==> src/rtl/res_st_sched_pkg.sv <==
// Shared types for the reservation-station read-side scheduler.
package res_st_sched_pkg;

    localparam int RES_ST_DEPTH = 16;
    localparam int WINDOW       = 4;
    localparam int ADDR_W       = $clog2(RES_ST_DEPTH);

    typedef logic [ADDR_W-1:0] res_st_addr_t;

    // One station entry; payload carries the rest of the micro-op.
    typedef struct packed {
        logic        valid;
        logic        rs1_rdy;
        logic        rs2_rdy;
        logic [28:0] payload;
    } res_st_cell_t;

    typedef enum logic [1:0] {
        IDLE    = 2'd0,
        SCAN    = 2'd1,
        ISSUE   = 2'd2,
        RELEASE = 2'd3
    } sched_state_t;

    // An entry can issue once it is valid and both sources are ready.
    function automatic logic cell_ready(input res_st_cell_t c);
        return c.valid & c.rs1_rdy & c.rs2_rdy;
    endfunction

endpackage

==> src/rtl/res_st_sched_pick4.sv <==
// Four-way fixed-priority picker; bit 0 (read port 1) wins.
module res_st_sched_pick4 (
    input  logic [3:0] rdy,
    output logic       found,
    output logic [1:0] idx
);

    // Lowest set bit selects the index.
    always_comb begin
        found = |rdy;
        idx   = 2'd0;
        if (rdy[0])      idx = 2'd0;
        else if (rdy[1]) idx = 2'd1;
        else if (rdy[2]) idx = 2'd2;
        else if (rdy[3]) idx = 2'd3;
    end

endmodule

==> src/rtl/res_st_sched.sv <==
// Reservation-station read-side scheduler: scans four entries per cycle,
// issues one ready entry over valid/ready, then pulses a release.
//
// Handshake: issue_valid rises with issue_uop/issue_addr stable and stays
// high until a cycle where issue_valid & issue_ready, which is the transfer;
// only flush or rst may drop issue_valid without a transfer.
module res_st_sched
    import res_st_sched_pkg::*;
(
    input  logic         clk,
    input  logic         rst,
    input  logic         schedule_en,
    input  logic         flush,
    output res_st_addr_t res_st_rd1_addr,
    output res_st_addr_t res_st_rd2_addr,
    output res_st_addr_t res_st_rd3_addr,
    output res_st_addr_t res_st_rd4_addr,
    input  res_st_cell_t res_st_rd1_in,
    input  res_st_cell_t res_st_rd2_in,
    input  res_st_cell_t res_st_rd3_in,
    input  res_st_cell_t res_st_rd4_in,
    output logic         issue_valid,
    input  logic         issue_ready,
    output res_st_cell_t issue_uop,
    output res_st_addr_t issue_addr,
    output logic         release_en,
    output res_st_addr_t release_addr,
    output logic [31:0]  issue_count,
    output logic [1:0]   dbg_state
);

    localparam res_st_addr_t WIN_STEP = res_st_addr_t'(WINDOW);

    sched_state_t state_q, state_d;
    res_st_addr_t base_q, base_d;
    logic         issue_valid_q, issue_valid_d;
    res_st_cell_t issue_uop_q, issue_uop_d;
    res_st_addr_t issue_addr_q, issue_addr_d;
    logic         release_en_q, release_en_d;
    res_st_addr_t release_addr_q, release_addr_d;
    logic [31:0]  issue_count_q, issue_count_d;

    logic [3:0]   win_rdy;
    logic         pick_found;
    logic [1:0]   pick_idx;
    res_st_cell_t pick_cell;

    // Window addresses follow base in every state; wrap is natural.
    assign res_st_rd1_addr = base_q;
    assign res_st_rd2_addr = base_q + res_st_addr_t'(1);
    assign res_st_rd3_addr = base_q + res_st_addr_t'(2);
    assign res_st_rd4_addr = base_q + res_st_addr_t'(3);

    assign win_rdy = {cell_ready(res_st_rd4_in), cell_ready(res_st_rd3_in),
                      cell_ready(res_st_rd2_in), cell_ready(res_st_rd1_in)};

    res_st_sched_pick4 u_pick4 (
        .rdy   (win_rdy),
        .found (pick_found),
        .idx   (pick_idx)
    );

    // Route the winning read port's contents toward issue_uop.
    always_comb begin
        pick_cell = res_st_rd1_in;
        case (pick_idx)
            2'd0:    pick_cell = res_st_rd1_in;
            2'd1:    pick_cell = res_st_rd2_in;
            2'd2:    pick_cell = res_st_rd3_in;
            default: pick_cell = res_st_rd4_in;
        endcase
    end

    // Next-state and next-output computation; flush overrides the FSM.
    always_comb begin
        state_d        = state_q;
        base_d         = base_q;
        issue_valid_d  = issue_valid_q;
        issue_uop_d    = issue_uop_q;
        issue_addr_d   = issue_addr_q;
        release_en_d   = 1'b0;
        release_addr_d = release_addr_q;
        issue_count_d  = issue_count_q;

        case (state_q)
            IDLE: begin
                if (schedule_en) state_d = SCAN;
            end
            SCAN: begin
                if (!schedule_en) begin
                    state_d = IDLE;
                end else if (pick_found) begin
                    issue_uop_d   = pick_cell;
                    issue_addr_d  = base_q + res_st_addr_t'(pick_idx);
                    issue_valid_d = 1'b1;
                    state_d       = ISSUE;
                end else begin
                    base_d = base_q + WIN_STEP;
                end
            end
            ISSUE: begin
                // base still holds the window the entry came from.
                if (issue_valid_q && issue_ready) begin
                    issue_valid_d  = 1'b0;
                    release_addr_d = issue_addr_q;
                    release_en_d   = 1'b1;
                    issue_count_d  = issue_count_q + 32'd1;
                    base_d         = base_q + WIN_STEP;
                    state_d        = RELEASE;
                end
            end
            RELEASE: begin
                state_d = schedule_en ? SCAN : IDLE;
            end
            default: state_d = IDLE;
        endcase

        if (flush) begin
            state_d        = IDLE;
            base_d         = base_q;
            issue_valid_d  = 1'b0;
            issue_uop_d    = issue_uop_q;
            issue_addr_d   = issue_addr_q;
            release_en_d   = 1'b0;
            release_addr_d = release_addr_q;
            issue_count_d  = issue_count_q;
        end
    end

    // State and registered outputs, synchronous reset first.
    always_ff @(posedge clk) begin
        if (rst) begin
            state_q        <= IDLE;
            base_q         <= '0;
            issue_valid_q  <= 1'b0;
            issue_uop_q    <= '0;
            issue_addr_q   <= '0;
            release_en_q   <= 1'b0;
            release_addr_q <= '0;
            issue_count_q  <= 32'd0;
        end else begin
            state_q        <= state_d;
            base_q         <= base_d;
            issue_valid_q  <= issue_valid_d;
            issue_uop_q    <= issue_uop_d;
            issue_addr_q   <= issue_addr_d;
            release_en_q   <= release_en_d;
            release_addr_q <= release_addr_d;
            issue_count_q  <= issue_count_d;
        end
    end

    assign issue_valid  = issue_valid_q;
    assign issue_uop    = issue_uop_q;
    assign issue_addr   = issue_addr_q;
    assign release_en   = release_en_q;
    assign release_addr = release_addr_q;
    assign issue_count  = issue_count_q;
    assign dbg_state    = state_q;

endmodule
==> config.mk <==
export PLATFORM = sky130hd
export DESIGN_NAME = res_st_sched
export DESIGN_NICKNAME = d
export VERILOG_FILES = /design/src/rtl/res_st_sched_pkg.sv /design/src/rtl/res_st_sched_pick4.sv /design/src/rtl/res_st_sched.sv
export SDC_FILE = /design/constraint.sdc
export NUM_CORES = 1
export LEC_CHECK = 0
export ABC_AREA = 1
export BUFFER_PORTS_ARGS = -buffer_cell sky130_fd_sc_hd__buf_2
export CAP_MARGIN = 20
export CORE_ASPECT_RATIO = 1.25
export CORE_MARGIN = 2
export CORE_UTILIZATION = 52
export CTS_BUF_LIST = sky130_fd_sc_hd__clkbuf_2 sky130_fd_sc_hd__clkbuf_4 sky130_fd_sc_hd__clkbuf_8
export DETAILED_ROUTE_END_ITERATION = 8
export PLACE_DENSITY = 0.88
export SKIP_CTS_REPAIR_TIMING = 1
export SLEW_MARGIN = 20
export SYNTH_ARGS = -nofsm -noshare
export SYNTH_HDL_FRONTEND = slang
export SYNTH_SLANG_ARGS = --single-unit
==> constraint.sdc <==
create_clock -name clk -period 2.6 [get_ports clk]
set_input_delay 0.52 -clock clk [delete_from_list [all_inputs] [get_ports clk]]
set_output_delay 0.52 -clock clk [all_outputs]
set_load 0.02 [all_outputs]
# == Yosys cells after proc, flatten, opt, wreduce, memory -nomap -nowiden ==
# Index checks and enable logic that the tools add are counted.
# classes
addsub,6
n_eq_ne,11
muxes,20
bitwise_logic,10
reduce_logical,12
# op_table
op,n
one-hot mux 32 bit (3 select lines),1
"adder 32 x 1 -> 32 bit, second input constant",1
two-way mux 2 bit,8
two-way mux 4 bit,3
"!= test 2 bit, second input constant",5
"adder 4 x 2 -> 4 bit, second input constant",2
AND 1 bit,8
one-hot mux 2 bit (4 select lines),1
one-hot mux 4 bit (2 select lines),1
AND reduction 4 bit,2
"== test 2 bit, second input constant",3
AND reduction 3 bit,2
two-way mux 1 bit,5
AND reduction 5 bit,1
"adder 4 x 1 -> 4 bit, second input constant",1
adder 4 x 2 -> 4 bit,1
"adder 4 x 3 -> 4 bit, second input constant",1
"== test 2 x 1 -> 1 bit, second input constant",2
logical NOT 2 bit,2
OR reduction 4 bit,1
"!= test 3 bit, second input constant",1
OR reduction 3 bit,1
NOT 1 bit,2
one-hot mux 1 bit (2 select lines),1
3 further kinds,3
# totals
reg_bits,80
in_bits,133
out_inout_bits,92
wordCells,70

# == Depth between registers and ports, before layout ==
# logic_depth
word_depth,8
mapped_depth,12
depth_no_buf,11

# == By module ==
# A second synthesis with hierarchy kept.
# hier_totals
hier_cells,703
hier_area_um2,4530.6
# by_module_without_submodules
mod,instances,cells_each,area_per_inst_um2,seq_area_each_um2
res_st_sched,1,695,4494.3,1561.5
res_st_sched_pick4,1,8,36.3,0.0

# == Worst setup path after synthesis ==
# Ideal clock, no wire load.
# synth_timing
kind,flip-flop to flip-flop
from,register (tool-made name)
to,register issue_uop_q (netlist bit issue_uop[24])
setup_ps,109
arrival_time_ps,1627
required_ps,2491
slack_ps,865
stages_incl_launch_ff,13
n_path_buf,2
period_less_slack_ps,1735
cell_sequence,dfxtp_1 inv_1 ha_1 nand2_1 nor2_1 nand2_1 nand2_1 buf_4 buf_6 o21ai_0 inv_1 nand2_1 inv_1
# synth_rtl
item,line,text
"end signal, assigned",res_st_sched.sv:145,issue_uop_q <= issue_uop_d;
"end, declared",res_st_sched.sv:37,"res_st_cell_t issue_uop_q, issue_uop_d;"

# == Worst setup path after layout ==
# layout_timing
from,"register state_q[0], in the netlist dbg_state[0]"
to,"register issue_count_q[8], in the netlist issue_count[8]"
# layout_between
elab_chain_cells,2
# layout_rtl
item,line,text
"start, declared",res_st_sched.sv:34,"sched_state_t state_q, state_d;"
"start signal, assigned",res_st_sched.sv:142,state_q <= state_d;
== test 2 bit,res_st_sched.sv:85,case (state_q)
AND reduction 3 bit (no source line),-,
"end signal, assigned",res_st_sched.sv:149,issue_count_q <= issue_count_d;
"end, declared",res_st_sched.sv:41,"logic [31:0] issue_count_q, issue_count_d;"
# No other way between the ends.
# A chain may end at the register's enable or synchronous reset.

==> results.tsv <==
metric	value	unit
r2r setup slk	580	ps
RePlAce Congestion	0.914	
Clock Latency Late Sink	350	ps
fmax	0.494	GHz
Initial Util	54.0	%
met1 WL	5550	um
DRC viols	0	
nets@finish	1086	
Final Hold Fails	0	
maximum fanout along the worst path	7	
Num CTS Buffers	9	
crit path max-delay cell type	dfxtp_1	
fin crit share	77.9	%
wire length per cell	13.4	um
initial DRC count	294	
largest net degree at the start of global routing	54	
sw frac	26.9	%
Site Rows	38	
most common flop cell mapped by yosys	dfxtp_1	
reg2reg start	dbg_state[0]	
CP Class	reg -> reg	
worst IR drop on VDD	0.345	mV
max-cap viol count	0	
PortBufs	216	
slowest cell delay on critical path	380	ps
clk slew on worst S/H paths	90	ps
Final Hold Slack	477	ps
H-Tree Depth	3	
Setup TNS Final	0	ps
register bit total from synthesis	78	
Die W	89.2	um
Worst setup SP type	flip-flop	
Synth async-reset ratio	0	%
antenna violations before repair	1	
PwrDens	431	nW/um2
Netlist Area Pre-Place	4720	um2
RSZ-0062 raised after global routing	no	
Final Max Slew Viols	0	
leakage	0.00342	uW
Mapped Avg Cell Area	6.29	um2
Post-DP Area	5790	um2
arrival time worst endpoint	2310	ps
clk sinks	78	
Hold EP	issue_uop[30]	
Setup Skew	8.56	ps
worst min-delay path startpoint	issue_uop[30]	
CTS tree	done	
reg-to-reg endpoint	issue_count[8]	
Routed WL	14400	um
final instance area	6030	um2
Core Region	8750	um2
Comb power frac	13.2	%
vias after detailed routing	5561	
Distinct cells, synth	33	
total track usage	29.0	%
YS warnings	0	
sequential share of power	46.7	%
Max-slew headroom	52.7	%
final non-filler cell total	1073	
CP Capture Type	flip-flop	
Crit path max-delay family	simple AND/OR/NAND/NOR gates	
WL met2	7240	um
commonest non-fill, non-tap cell in the layout	buf_2	
Die Footprint	9860	um2
die span in y	111	um
Net Switching	700	uW
Post-synth EDFFs	0	
first-pass GRT wire length	22900	um
post-synthesis cell count	751	
gr ovfl total	0	
vias per inst	5.18	
Int Pwr	1900	uW
drt first pass iters	4	
worst hold path type	reg -> reg	
CTS max path bufs	2	
Final ANT Viol Nets	0	
sequential area share after synthesis	33.1	%
IO Pins	225	
most frequent cells in the layout	buf_2, inv_1, nand2_1	
Tmin final	2020	ps
DPL Wire Length	11100	um
worst path cell trace	inv_1 -> ha_1 -> nand4_1 -> nor2_2 -> nand3_1 -> nor2_1 -> nand2_1 -> a21oi_1	
Top Layer Used	met4	
Reg2Reg Depth	8	
met3 WL	1170	um
Least-Margin Pin Slew	708	ps
layout cells sized above 1	27.5	%
Crit path buffers/inverters	1	
Post-Place Cells	1056	
status	complete, no violations	
clock share of power	40.1	%
P&R area growth vs syn	27.7	%
Worst EP required	2880	ps
Setup-failing EPs final	0	
total power	2600	uW
vias in the first global route	4986	
root buffer cell	clkbuf_8	
Worst Hold Depth	2	
[kinds of logic (layout without fill, tap and decap cells)]
| group | after synthesis | in the layout | synth area share [%] |
|---|---|---|---|
| other | 2 | 9 | 0.159 |
| AND/OR/NAND/NOR | 371 | 371 | 35.6 |
| flip-flops | 78 | 78 | 33.1 |
| buffers and inverters | 179 | 374 | 16.5 |
| AO/OA/AOI/OAI | 108 | 108 | 11.8 |
| XOR/XNOR | 7 | 7 | 1.30 |
| adder cells (fa/ha/maj) | 6 | 6 | 1.59 |
[synth_stat cells, types with 2 or more instances]
master	instances	area, um2
and2_1	2	12.5
buf_4	21	158
nor2_2	5	31.3
nand2_1	128	480
dfxtp_1	78	1560
nor2_1	101	379
buf_2	10	50.1
o21ai_0	54	270
conb_1	2	7.51
xor2_1	6	52.6
nor2_4	3	33.8
buf_6	2	22.5
a21oi_1	49	245
nand4_1	35	219
nand3_2	2	20.0
inv_1	129	484
clkbuf_1	15	56.3
nor3_1	6	30.0
ha_1	6	75.1
nand3_1	83	415
nand4_2	2	25.0
[cell type report]
class	count	area, um2
Clock buffer	9	124
Tap cell	120	150
Sequential cell	78	1560
Multi-Input combinational cell	500	2410
Antenna cell	1	2.50
Fill cell	805	2720
Inverter	130	488
Timing Repair Buffer	228	1180
Clock inverter	7	105
[power by group through the flow]
stage / registers [uW] / logic [uW] / clock network (uW)
floorplan: 1260 / 181 / 0
global placement: 1240 / 334 / 0
detailed placement: 1240 / 338 / 0
CTS: 1210 / 339 / 1070
global route: 1220 / 378 / 1120
finish: 1210 / 343 / 1040
[through the flow]
stage	setup WS (ps)	util, %
2_1_floorplan	865	-
3_3_place_gp	375	66.2
3_5_place_dp	318	66.2
4_1_cts	590	68.8
5_1_grt	397	68.9
6_report	575	68.9
[worst max path at each step]
stage | start | end | slack (ps) | depth (start not counted)
finish | dbg_state[0] | issue_count[8] | 580 | 8
global route | flip-flop | issue_uop[2] | 400 | 11
CTS | dbg_state[0] | issue_count[8] | 590 | 8
detailed placement | res_st_rd1_in[30] | issue_uop[17] | 320 | 8
global placement | res_st_rd1_in[30] | issue_uop[26] | 380 | 8
floorplan | flip-flop | issue_uop[24] | 860 | 12
[routing by layer]
layer  global-route usage [%]  up-vias
li1                         -     2763
met1                     34.6     2499
met2                     49.6      261
met3                     5.53       38
met4                     11.3        0
met5                        0        -
[state kept, by name, summed over array words and instances (netlist names), named ones only]
signal           count
issue_count         32
release_addr         4
issue_valid          1
issue_uop           32
res_st_rd1_addr      2
issue_addr           4
release_en           1
dbg_state            1
[worst register-to-register path, stage by stage, from the launching register on]
cell	delay, ps
dfxtp_1	380
inv_1	160
ha_1	260
nand4_1	320
nor2_2	240
nand3_1	170
nor2_1	240
nand2_1	80
a21oi_1	120
Note: power is estimated with default switching activity, not from simulation.
